**src/rtl/pipeline_pkg.sv**
```systemverilog
// pipeline_pkg: shared types for operand forwarding (select codes, register index, destination tag)
package pipeline_pkg;
  typedef enum logic [1:0] {
    FWD_WB  = 2'b00,
    FWD_MEM = 2'b01,
    FWD_RF  = 2'b10
  } fwd_sel_t;
  typedef logic [2:0] reg_idx_t;
  typedef struct packed {
    logic     valid;
    reg_idx_t rd;
    logic     is_load;
  } stage_tag_t;
  localparam stage_tag_t TAG_NONE = '0;
  function automatic logic tag_hit(logic used, reg_idx_t src, logic valid, reg_idx_t rd);
    return used & valid & (src == rd);
  endfunction
endpackage

```
**src/rtl/dest_tag_pipe.sv**
```systemverilog
// dest_tag_pipe: 3-slot destination tag shift pipe (EX, MEM, WB), advanced every cycle
// Ports: clk, rst (sync, active high); id_tag_i tag entering EX; ex_tag_o/mem_tag_o/wb_tag_o current slot contents
module dest_tag_pipe
  import pipeline_pkg::*;
(
  input  logic       clk,
  input  logic       rst,
  input  stage_tag_t id_tag_i,
  output stage_tag_t ex_tag_o,
  output stage_tag_t mem_tag_o,
  output stage_tag_t wb_tag_o
);
  stage_tag_t ex_q, mem_q, wb_q;
  always_ff @(posedge clk) begin
    if (rst) begin
      ex_q  <= TAG_NONE;
      mem_q <= TAG_NONE;
      wb_q  <= TAG_NONE;
    end else begin
      ex_q  <= id_tag_i;
      mem_q <= ex_q;
      wb_q  <= mem_q;
    end
  end
  assign ex_tag_o  = ex_q;
  assign mem_tag_o = mem_q;
  assign wb_tag_o  = wb_q;
endmodule

```
**src/rtl/operand_forward_ctrl.sv**
```systemverilog
// operand_forward_ctrl: decode-stage hazard detection producing registered ALU operand selects and a load-use stall
// Ports: clk, rst (sync, active high); id_* decode-stage instruction fields; flush kills the decode instruction;
//        alu_src1_select/alu_src2_select registered selects for the instruction in EX; stall combinational.
// Config: OPERAND_FORWARDING_EN defined -> EX/MEM forwarding with load-use stall; undefined -> interlock only.
module operand_forward_ctrl
  import pipeline_pkg::*;
(
  input  logic     clk,
  input  logic     rst,
  input  logic     id_valid,
  input  reg_idx_t id_rs1,
  input  reg_idx_t id_rs2,
  input  logic     id_rs1_used,
  input  logic     id_rs2_used,
  input  logic     id_alu_src_select,
  input  reg_idx_t id_rd,
  input  logic     id_reg_write,
  input  logic     id_mem_read,
  input  logic     flush,
  output fwd_sel_t alu_src1_select,
  output fwd_sel_t alu_src2_select,
  output logic     stall
);
  stage_tag_t id_tag, ex_tag, mem_tag, wb_tag;
  fwd_sel_t sel1_raw, sel2_raw, sel1_d, sel2_d, sel1_q, sel2_q;
  logic use1, use2, ex1, ex2, mem1, mem2, hazard;
  logic unused_bits;
  // Operand 2 from the shamt field never reads a register, so it cannot hazard.
  assign use1 = id_valid & id_rs1_used;
  assign use2 = id_valid & id_rs2_used & id_alu_src_select;
  assign ex1  = tag_hit(use1, id_rs1, ex_tag.valid, ex_tag.rd);
  assign ex2  = tag_hit(use2, id_rs2, ex_tag.valid, ex_tag.rd);
  assign mem1 = tag_hit(use1, id_rs1, mem_tag.valid, mem_tag.rd);
  assign mem2 = tag_hit(use2, id_rs2, mem_tag.valid, mem_tag.rd);
`ifdef OPERAND_FORWARDING_EN
  // Only a load still in EX has no data to forward yet; the EX match outranks MEM (younger producer).
  assign hazard   = (ex1 | ex2) & ex_tag.is_load;
  assign sel1_raw = ex1 ? FWD_MEM : (mem1 ? FWD_WB : FWD_RF);
  assign sel2_raw = ex2 ? FWD_MEM : (mem2 ? FWD_WB : FWD_RF);
`else
  assign hazard   = ex1 | ex2 | mem1 | mem2;
  assign sel1_raw = FWD_RF;
  assign sel2_raw = FWD_RF;
`endif
  // flush overrides stall: the killed instruction needs no hold.
  assign stall  = hazard & ~flush;
  assign sel1_d = (stall | flush) ? FWD_RF : sel1_raw;
  assign sel2_d = (stall | flush) ? FWD_RF : sel2_raw;
  assign id_tag = '{valid: id_valid & id_reg_write & ~stall & ~flush, rd: id_rd, is_load: id_mem_read};
  // WB needs no forwarding (write-before-read register file); MEM load flag is irrelevant.
  assign unused_bits = ^{wb_tag, mem_tag.is_load};
  dest_tag_pipe u_tags (
    .clk      (clk),
    .rst      (rst),
    .id_tag_i (id_tag),
    .ex_tag_o (ex_tag),
    .mem_tag_o(mem_tag),
    .wb_tag_o (wb_tag)
  );
  always_ff @(posedge clk) begin
    if (rst) begin
      sel1_q <= FWD_RF;
      sel2_q <= FWD_RF;
    end else begin
      sel1_q <= sel1_d;
      sel2_q <= sel2_d;
    end
  end
  assign alu_src1_select = sel1_q;
  assign alu_src2_select = sel2_q;
endmodule
```
**config.mk**
```make
export PLATFORM = sky130hd
export DESIGN_NAME = operand_forward_ctrl
export DESIGN_NICKNAME = d
export VERILOG_FILES = /design/src/rtl/pipeline_pkg.sv /design/src/rtl/dest_tag_pipe.sv /design/src/rtl/operand_forward_ctrl.sv
export SDC_FILE = /design/constraint.sdc
export NUM_CORES = 1
export LEC_CHECK = 0
export ABC_CLOCK_PERIOD_IN_PS = 3040
export CORE_UTILIZATION = 39
export CTS_BUF_LIST = sky130_fd_sc_hd__clkbuf_4 sky130_fd_sc_hd__clkbuf_8
export DETAILED_ROUTE_END_ITERATION = 8
export PLACE_DENSITY = 0.71
export SKIP_LAST_GASP = 1
export SYNTH_ARGS = -nofsm -noshare
export SYNTH_HDL_FRONTEND = slang
export SYNTH_HIERARCHICAL = 1
export SYNTH_SLANG_ARGS = --single-unit
```
**constraint.sdc**
```tcl
create_clock -name clk -period 3.04 [get_ports clk]
set_input_delay 0.304 -clock clk [delete_from_list [all_inputs] [get_ports clk]]
set_output_delay 0.304 -clock clk [all_outputs]
set_load 0.1 [all_outputs]
```
==> impl_metrics.prom, run 1 <==
# TYPE chip_impl_metric gauge
chip_impl_metric{name="timing.clock.skew",unit="ns"} 0.001113
chip_impl_metric{name="clock_tree.buffer_depth",unit=""} 2
chip_impl_metric{name="final_nets",unit=""} 84
chip_impl_metric{name="detail_route.iter0.violations",unit=""} 0
chip_impl_info{name="startpoint_type",value="input port"} 1
chip_impl_metric{name="port_buffers",unit=""} 17
chip_impl_metric{name="via_count",unit=""} 339
chip_impl_info{name="worstSetupEndpointType",value="output port"} 1
chip_impl_metric{name="placed_cells_incl_taps",unit=""} 74
chip_impl_metric{name="floorplan.io_pins",unit=""} 23
chip_impl_metric{name="static-leakage-power",unit="nW"} 0.2203
chip_impl_metric{name="first_global_vias",unit=""} 356
chip_impl_metric{name="largest_net_degree_at_the_start_of_global_routing",unit=""} 9
chip_impl_metric{name="whs_path_depth",unit=""} 1
chip_impl_metric{name="die-area",unit="um2"} 1278
chip_impl_metric{name="n_antenna_cell",unit=""} 0
chip_impl_info{name="timing.hold.worst.start",value="u_tags/ex_tag_o[4]$_SDFF_PP0_"} 1
chip_impl_metric{name="drt_wl_total",unit="um"} 744
chip_impl_info{name="timing.hold.worst.class",value="register to register"} 1
chip_impl_metric{name="synth-warning-count",unit=""} 6
chip_impl_metric{name="clk_transition_reported_paths",unit="ns"} 0.05
chip_impl_metric{name="global_route_overflow",unit=""} 0
chip_impl_info{name="tritoncts_clock_tree",value="built"} 1
chip_impl_metric{name="area.growth.synth_to_final",unit="%"} 38.87
chip_impl_info{name="clock_tree.root_cell",value="sky130_fd_sc_hd__clkbuf_4"} 1
chip_impl_info{name="worstReg2RegStart",value="u_tags/ex_tag_o[1]$_SDFF_PP0_"} 1
chip_impl_metric{name="irDropWorstVdd",unit="mV"} 0.2732
chip_impl_metric{name="clock_power_share",unit=""} 0.306
chip_impl_metric{name="detail_route.first_pass.iterations",unit=""} 1
chip_impl_metric{name="fin_cells",unit=""} 77
chip_impl_metric{name="grt_antenna_before_repair",unit=""} 0
chip_impl_metric{name="routed_via_density",unit=""} 4.403
chip_impl_metric{name="place_ws",unit="ns"} 1.030
chip_impl_metric{name="final.setup.worst_slack",unit="ns"} 1.034
chip_impl_metric{name="slew_viol_final",unit=""} 0
chip_impl_info{name="grt_setup_unrepaired",value="no"} 1
chip_impl_metric{name="achievable-frequency",unit="GHz"} 0.4985
chip_impl_metric{name="core",unit="um2"} 991.0
chip_impl_metric{name="post-dp-hpwl",unit="um"} 628.5
chip_impl_metric{name="switching_share",unit=""} 0.2841
chip_impl_metric{name="global_route.usage.total",unit=""} 0.1515
chip_impl_metric{name="mappedNetlistArea",unit="um2"} 444.2
chip_impl_metric{name="post-route-drc-count",unit=""} 0
chip_impl_metric{name="p_int",unit="W"} 0.0001858
chip_impl_metric{name="clk-insertion-delay-late",unit="ns"} 0.25
chip_impl_metric{name="initial_utilization",unit=""} 0.4482
chip_impl_metric{name="route.detailed.wl_per_inst",unit="um"} 9.662
chip_impl_metric{name="drv_cap",unit=""} 0
chip_impl_metric{name="cts-htree-levels",unit=""} 1
chip_impl_metric{name="wire_length_of_the_first_global_routing_pass",unit="mm"} 1.324
chip_impl_metric{name="syn_avg_cell_area",unit="um2"} 9.451
chip_impl_metric{name="antenna_left",unit=""} 0
chip_impl_metric{name="die_width",unit="um"} 35.75
chip_impl_metric{name="tritoncts.num_buffers",unit=""} 3
chip_impl_metric{name="net-switching-power",unit="W"} 0.00007374
chip_impl_metric{name="crit_path_max_fanout",unit=""} 2
chip_impl_info{name="criticalPathCategory",value="input port to output port"} 1
chip_impl_metric{name="post_synthesis_cells",unit=""} 47
chip_impl_info{name="outcome",value="completed"} 1
chip_impl_metric{name="seqPwrFrac",unit=""} 0.436
chip_impl_metric{name="finalSetupViolCount",unit=""} 0
chip_impl_metric{name="clock-sinks",unit=""} 8
chip_impl_metric{name="holdBufCountCts",unit=""} 0
chip_impl_info{name="worst_setup_path_startpoint",value="id_rs2[2]"} 1
chip_impl_metric{name="power.combinational.fraction",unit=""} 0.258
chip_impl_metric{name="globalplace.congestion",unit=""} 0.6851
chip_impl_metric{name="post_cts_resize_count",unit=""} 0
chip_impl_metric{name="pwr_density_cell",unit="nW/um2"} 420.8
chip_impl_metric{name="worstPathRequired",unit="ns"} 2.74
chip_impl_metric{name="worst-r2r-cell-count",unit=""} 5
chip_impl_metric{name="fp-row-count",unit=""} 11
chip_impl_metric{name="timing.setup.tns",unit="ns"} 0
chip_impl_metric{name="final_layout_size_suffix_gt1_frac",unit=""} 0.1406
chip_impl_metric{name="finalCriticalPeriod",unit="ns"} 2.006
chip_impl_metric{name="final_worst_path_period_share",unit=""} 0.6599
chip_impl_metric{name="hold_viol_final",unit=""} 0
chip_impl_metric{name="cts.repair_timing.setup_buffer_count",unit=""} 0
chip_impl_metric{name="critPathArrivalTime",unit="ns"} 1.70
chip_impl_metric{name="die_h",unit="um"} 35.75
path summary, 6_finish.rpt:
| path | to | slack (ns) |
|---|---|---|
| worst max-delay path | stall | 1.03 |
| worst max register to register | u_tags/ex_tag_o[4]$_SDFF_PP0_ | 1.82 |
| worst min-delay path | u_tags/mem_tag_o[4]$_SDFF_PP0_ | 0.51 |
| worst min register to register | u_tags/mem_tag_o[4]$_SDFF_PP0_ | 0.51 |
power groups by stage:
| stage | Sequential, W | Clock, W | Combinational (W) |
|---|---|---|---|
| after floorplan | 0.000115 | 0 | 0.0000463 |
| after global placement | 0.000115 | 0 | 0.0000666 |
| after detailed placement | 0.000115 | 0 | 0.0000672 |
| after CTS | 0.000113 | 0.0000835 | 0.0000674 |
| after global routing | 0.000114 | 0.0000861 | 0.0000715 |
| final | 0.000113 | 0.0000796 | 0.0000669 |
layout make-up:
| type | instances | area, um2 |
|---|---|---|
| clock buffer | 3 | 22.52 |
| multi-input combinational | 36 | 250.2 |
| fill | 106 | 374.1 |
| timing repair buffer | 17 | 167.7 |
| sequential | 8 | 160.2 |
| tap | 13 | 16.27 |
metal layers:
metal  track usage  vias up  part of all wire
met2        0.2682       19              0.47
met1        0.1434      140              0.43
li1              -      178                 -
met4       0.08654        0             0.019
met5             0        -                 0
met3       0.06369        2             0.082
registers in the layout, indices dropped and copies added (netlist names):
signal,cells
u_tags/mem_tag_o,4
u_tags/ex_tag_o,4
metrics by stage:
stage | util | total power, W | cell area, um2 | hold slack, ns
after CTS | 0.6225 | 0.0002640 | 616.8 | 0.5079
after floorplan | - | 0.0001609 | 451.7 | 0.4322
after global routing | 0.6225 | 0.0002713 | 616.8 | 0.5291
after detailed placement | 0.5997 | 0.0001826 | 594.3 | 0.4959
after global placement | 0.5997 | 0.0001817 | 594.3 | 0.4829
final | 0.6225 | 0.0002596 | 616.8 | 0.5080
worst max-delay path, cell delays in order:
cell	delay, ns
sky130_fd_sc_hd__clkdlybuf4s50_1	0.52
sky130_fd_sc_hd__xnor2_1	0.15
sky130_fd_sc_hd__nand4_1	0.12
sky130_fd_sc_hd__a21o_1	0.18
sky130_fd_sc_hd__a21oi_1	0.12
sky130_fd_sc_hd__buf_4	0.30
placed cells by master, fill, tap and decap left out:
cell and n:
sky130_fd_sc_hd__clkdlybuf4s50_1 16, sky130_fd_sc_hd__nand4_1 4, sky130_fd_sc_hd__nor2b_2 4, sky130_fd_sc_hd__nand2_1 2, sky130_fd_sc_hd__and3_1 1, sky130_fd_sc_hd__and2b_2 1, sky130_fd_sc_hd__nand3_1 1, sky130_fd_sc_hd__a21oi_1 1
sky130_fd_sc_hd__buf_4 1, sky130_fd_sc_hd__nor2b_1 3, sky130_fd_sc_hd__dfxtp_1 8, sky130_fd_sc_hd__conb_1 4, sky130_fd_sc_hd__xnor2_1 12, sky130_fd_sc_hd__clkbuf_4 3, sky130_fd_sc_hd__a21o_1 2, sky130_fd_sc_hd__nor2_1 1
No activity file was read; power rests on OpenSTA's default activity.
==> run 2, diff against run 1 <==
--- a/config.mk
+++ b/config.mk
@@ -5,7 +5,7 @@
 export SDC_FILE = /design/constraint.sdc
 export NUM_CORES = 1
 export LEC_CHECK = 0
-export ABC_CLOCK_PERIOD_IN_PS = 3040
+export ABC_CLOCK_PERIOD_IN_PS = 2000
 export CORE_UTILIZATION = 39
 export CTS_BUF_LIST = sky130_fd_sc_hd__clkbuf_4 sky130_fd_sc_hd__clkbuf_8
 export DETAILED_ROUTE_END_ITERATION = 8
==> constraint.sdc (replaced) <==
create_clock -name clk -period 2 [get_ports clk]
set_input_delay 0.2 -clock clk [delete_from_list [all_inputs] [get_ports clk]]
set_output_delay 0.2 -clock clk [all_outputs]
set_load 0.1 [all_outputs]
==> run 2 against run 1 <==
Via count up 2.4%. Register-to-register slack worse by 1.0 ns. Final cell count unchanged. Core utilization up 1.6 points. Setup slack worse by 0.78 ns. Non-clock buffer count unchanged. Worst hold slack better by 0.0030 ns.
==> impl_metrics.prom, run 2 (synthesis results as in run 1) <==
# TYPE chip_impl_metric gauge
chip_impl_info{name="startpoint_type",value="input port"} 1
chip_impl_info{name="timing.hold.worst.class",value="register to register"} 1
chip_impl_metric{name="cts-htree-levels",unit=""} 1
chip_impl_metric{name="power.combinational.fraction",unit=""} 0.260
chip_impl_metric{name="slew_viol_final",unit=""} 0
chip_impl_metric{name="layout.filler_cells",unit=""} 97
chip_impl_info{name="worst_setup_path_startpoint",value="id_rs1[0]"} 1
chip_impl_info{name="criticalPathCategory",value="input port to output port"} 1
chip_impl_metric{name="post-route-drc-count",unit=""} 0
chip_impl_metric{name="wire_length_of_the_first_global_routing_pass",unit="mm"} 1.324
chip_impl_metric{name="fp-row-count",unit=""} 11
chip_impl_metric{name="antenna_left",unit=""} 0
chip_impl_metric{name="grt_antenna_before_repair",unit=""} 0
chip_impl_metric{name="route.detailed.wl_per_inst",unit="um"} 10.83
chip_impl_info{name="clock_tree.root_cell",value="sky130_fd_sc_hd__clkbuf_4"} 1
chip_impl_info{name="layout.cells.most_common_list",value="sky130_fd_sc_hd__clkdlybuf4s50_1 (16), sky130_fd_sc_hd__xnor2_1 (12), sky130_fd_sc_hd__dfxtp_1 (8)"} 1
chip_impl_metric{name="critPathBufInv",unit=""} 2
chip_impl_metric{name="pwr_density_cell",unit="nW/um2"} 618.3
chip_impl_metric{name="final_layout_size_suffix_gt1_frac",unit=""} 0.1563
chip_impl_info{name="tritoncts_clock_tree",value="built"} 1
chip_impl_metric{name="die_h",unit="um"} 35.75
chip_impl_metric{name="die-area",unit="um2"} 1278
chip_impl_metric{name="irDropWorstVdd",unit="mV"} 0.3305
chip_impl_metric{name="port_buffers",unit=""} 17
chip_impl_metric{name="die_width",unit="um"} 35.75
chip_impl_metric{name="static-leakage-power",unit="nW"} 0.2230
chip_impl_metric{name="core",unit="um2"} 991.0
chip_impl_metric{name="clock-sinks",unit=""} 8
chip_impl_metric{name="p_int",unit="W"} 0.0002825
chip_impl_metric{name="clock_tree.buffer_depth",unit=""} 2
chip_impl_info{name="timing.hold.worst.start",value="u_tags/ex_tag_o[2]$_SDFF_PP0_"} 1
chip_impl_metric{name="finalCriticalPeriod",unit="ns"} 1.748
chip_impl_info{name="worstReg2RegStart",value="u_tags/ex_tag_o[3]$_SDFF_PP0_"} 1
chip_impl_metric{name="clk-insertion-delay-late",unit="ns"} 0.24
chip_impl_metric{name="cts.repair_timing.setup_buffer_count",unit=""} 0
chip_impl_metric{name="final_worst_path_period_share",unit=""} 0.8739
chip_impl_metric{name="largest_net_degree_at_the_start_of_global_routing",unit=""} 9
chip_impl_metric{name="post_cts_resize_count",unit=""} 0
chip_impl_metric{name="clock_power_share",unit=""} 0.299
chip_impl_info{name="worstSetupEndpointType",value="output port"} 1
chip_impl_metric{name="detail_route.iter0.violations",unit=""} 0
chip_impl_metric{name="final_nets",unit=""} 84
chip_impl_metric{name="global_route_overflow",unit=""} 0
chip_impl_metric{name="initial_utilization",unit=""} 0.4482
chip_impl_metric{name="worstPathRequired",unit="ns"} 1.80
chip_impl_metric{name="hold_viol_final",unit=""} 0
chip_impl_info{name="grt_setup_unrepaired",value="no"} 1
chip_impl_metric{name="drv_cap",unit=""} 0
chip_impl_info{name="path_cells",value="clkdlybuf4s50_1 > xnor2_1 > nand4_1 > a21o_1 > a21oi_2 > buf_12"} 1
chip_impl_metric{name="crit_path_max_fanout",unit=""} 2
chip_impl_metric{name="drt_wl_total",unit="um"} 834
chip_impl_metric{name="via_count",unit=""} 347
chip_impl_metric{name="area.growth.synth_to_final",unit="%"} 42.54
chip_impl_metric{name="final.setup.worst_slack",unit="ns"} 0.2521
chip_impl_info{name="outcome",value="completed"} 1
chip_impl_metric{name="net-switching-power",unit="W"} 0.0001089
chip_impl_metric{name="globalplace.congestion",unit=""} 0.6534
chip_impl_metric{name="timing.setup.tns",unit="ns"} 0
chip_impl_metric{name="switching_share",unit=""} 0.2783
chip_impl_metric{name="place_ws",unit="ns"} 0.2478
chip_impl_metric{name="floorplan.io_pins",unit=""} 23
chip_impl_metric{name="finalSetupViolCount",unit=""} 0
chip_impl_metric{name="first_global_vias",unit=""} 344
chip_impl_metric{name="critPathArrivalTime",unit="ns"} 1.55
chip_impl_metric{name="seqPwrFrac",unit=""} 0.440
chip_impl_metric{name="global_route.usage.total",unit=""} 0.1559
chip_impl_info{name="mostFrequentLayoutCell",value="sky130_fd_sc_hd__clkdlybuf4s50_1"} 1
chip_impl_metric{name="clk_transition_reported_paths",unit="ns"} 0.05
chip_impl_metric{name="routed_via_density",unit=""} 4.506
chip_impl_info{name="critical_path.top_delay_family",value="buffers and inverters"} 1
chip_impl_metric{name="detail_route.first_pass.iterations",unit=""} 1
chip_impl_metric{name="critical-path-max-stage-delay",unit="ns"} 0.52
chip_impl_info{name="timing.critical_path.slowest_stage_cell",value="sky130_fd_sc_hd__clkdlybuf4s50_1"} 1
chip_impl_metric{name="holdBufCountCts",unit=""} 0
chip_impl_metric{name="timing.clock.skew",unit="ns"} 0.0005030
chip_impl_metric{name="n_antenna_cell",unit=""} 0
chip_impl_metric{name="achievable-frequency",unit="GHz"} 0.5721
chip_impl_metric{name="tritoncts.num_buffers",unit=""} 3
-- run 2: worst register-to-register path: stages, from the launching register on --
cell,delay (ns)
sky130_fd_sc_hd__dfxtp_1,0.38
sky130_fd_sc_hd__xnor2_1,0.14
sky130_fd_sc_hd__nand4_1,0.10
sky130_fd_sc_hd__a21o_1,0.18
sky130_fd_sc_hd__and3_1,0.16
sky130_fd_sc_hd__nor2b_2,0.14
-- run 2: layout make-up --
type / instances / area, um2 / share of cell area
multi-input cells: 36 / 254.0 / 0.4012
repair buffers: 17 / 180.2 / 0.2846
flip-flops and latches: 8 / 160.2 / 0.2530
clock buffers: 3 / 22.52 / 0.03557
well taps: 13 / 16.27 / 0.02569
-- run 2: power groups by stage --
stage	Clock (W)	Sequential, W	Combinational (W)
after detailed placement	0	0.000176	0.000102
after floorplan	0	0.000174	0.0000704
after global routing	0.000130	0.000173	0.000108
final	0.000117	0.000172	0.000102
after CTS	0.000127	0.000172	0.000102
after global placement	0	0.000175	0.000101
-- run 2: through the flow --
step / area, um2 / hold slack [ns] / instances / power (W) / util
6_report: 633.1 / 0.5110 / 77 / 0.0003915 / 0.6389
3_5_place_dp: 610.6 / 0.5071 / 74 / 0.0002774 / 0.6162
3_3_place_gp: 610.6 / 0.4959 / 74 / 0.0002761 / 0.6162
5_1_grt: 633.1 / 0.5084 / 77 / 0.0004115 / 0.6389
2_1_floorplan: 455.4 / 0.3282 / 49 / 0.0002447 / -
4_1_cts: 633.1 / 0.5039 / 77 / 0.0004017 / 0.6389
-- run 2: per-layer routing --
metal | wire length [um] | track usage
met4 | 8 | 0.1731
met3 | 65 | 0.03185
met1 | 331 | 0.1367
met5 | 0 | 0
met2 | 429 | 0.2727
-- run 2: final timing paths --
kind         slack [ns]                        endpoint  depth (start not counted)
min                0.51  u_tags/mem_tag_o[2]$_SDFF_PP0_                          1
max reg2reg        0.78   u_tags/ex_tag_o[4]$_SDFF_PP0_                          5
min reg2reg        0.51  u_tags/mem_tag_o[2]$_SDFF_PP0_                          1
max                0.25                           stall                          6
==> run 3, diff against run 2 <==
--- a/config.mk
+++ b/config.mk
@@ -11,6 +11,7 @@
 export DETAILED_ROUTE_END_ITERATION = 8
 export PLACE_DENSITY = 0.71
 export SKIP_LAST_GASP = 1
+export SLEW_MARGIN = 0
 export SYNTH_ARGS = -nofsm -noshare
 export SYNTH_HDL_FRONTEND = slang
 export SYNTH_HIERARCHICAL = 1
==> results of run 3 <==
No change in the layout: final DEF, timing and power equal those of run 2.
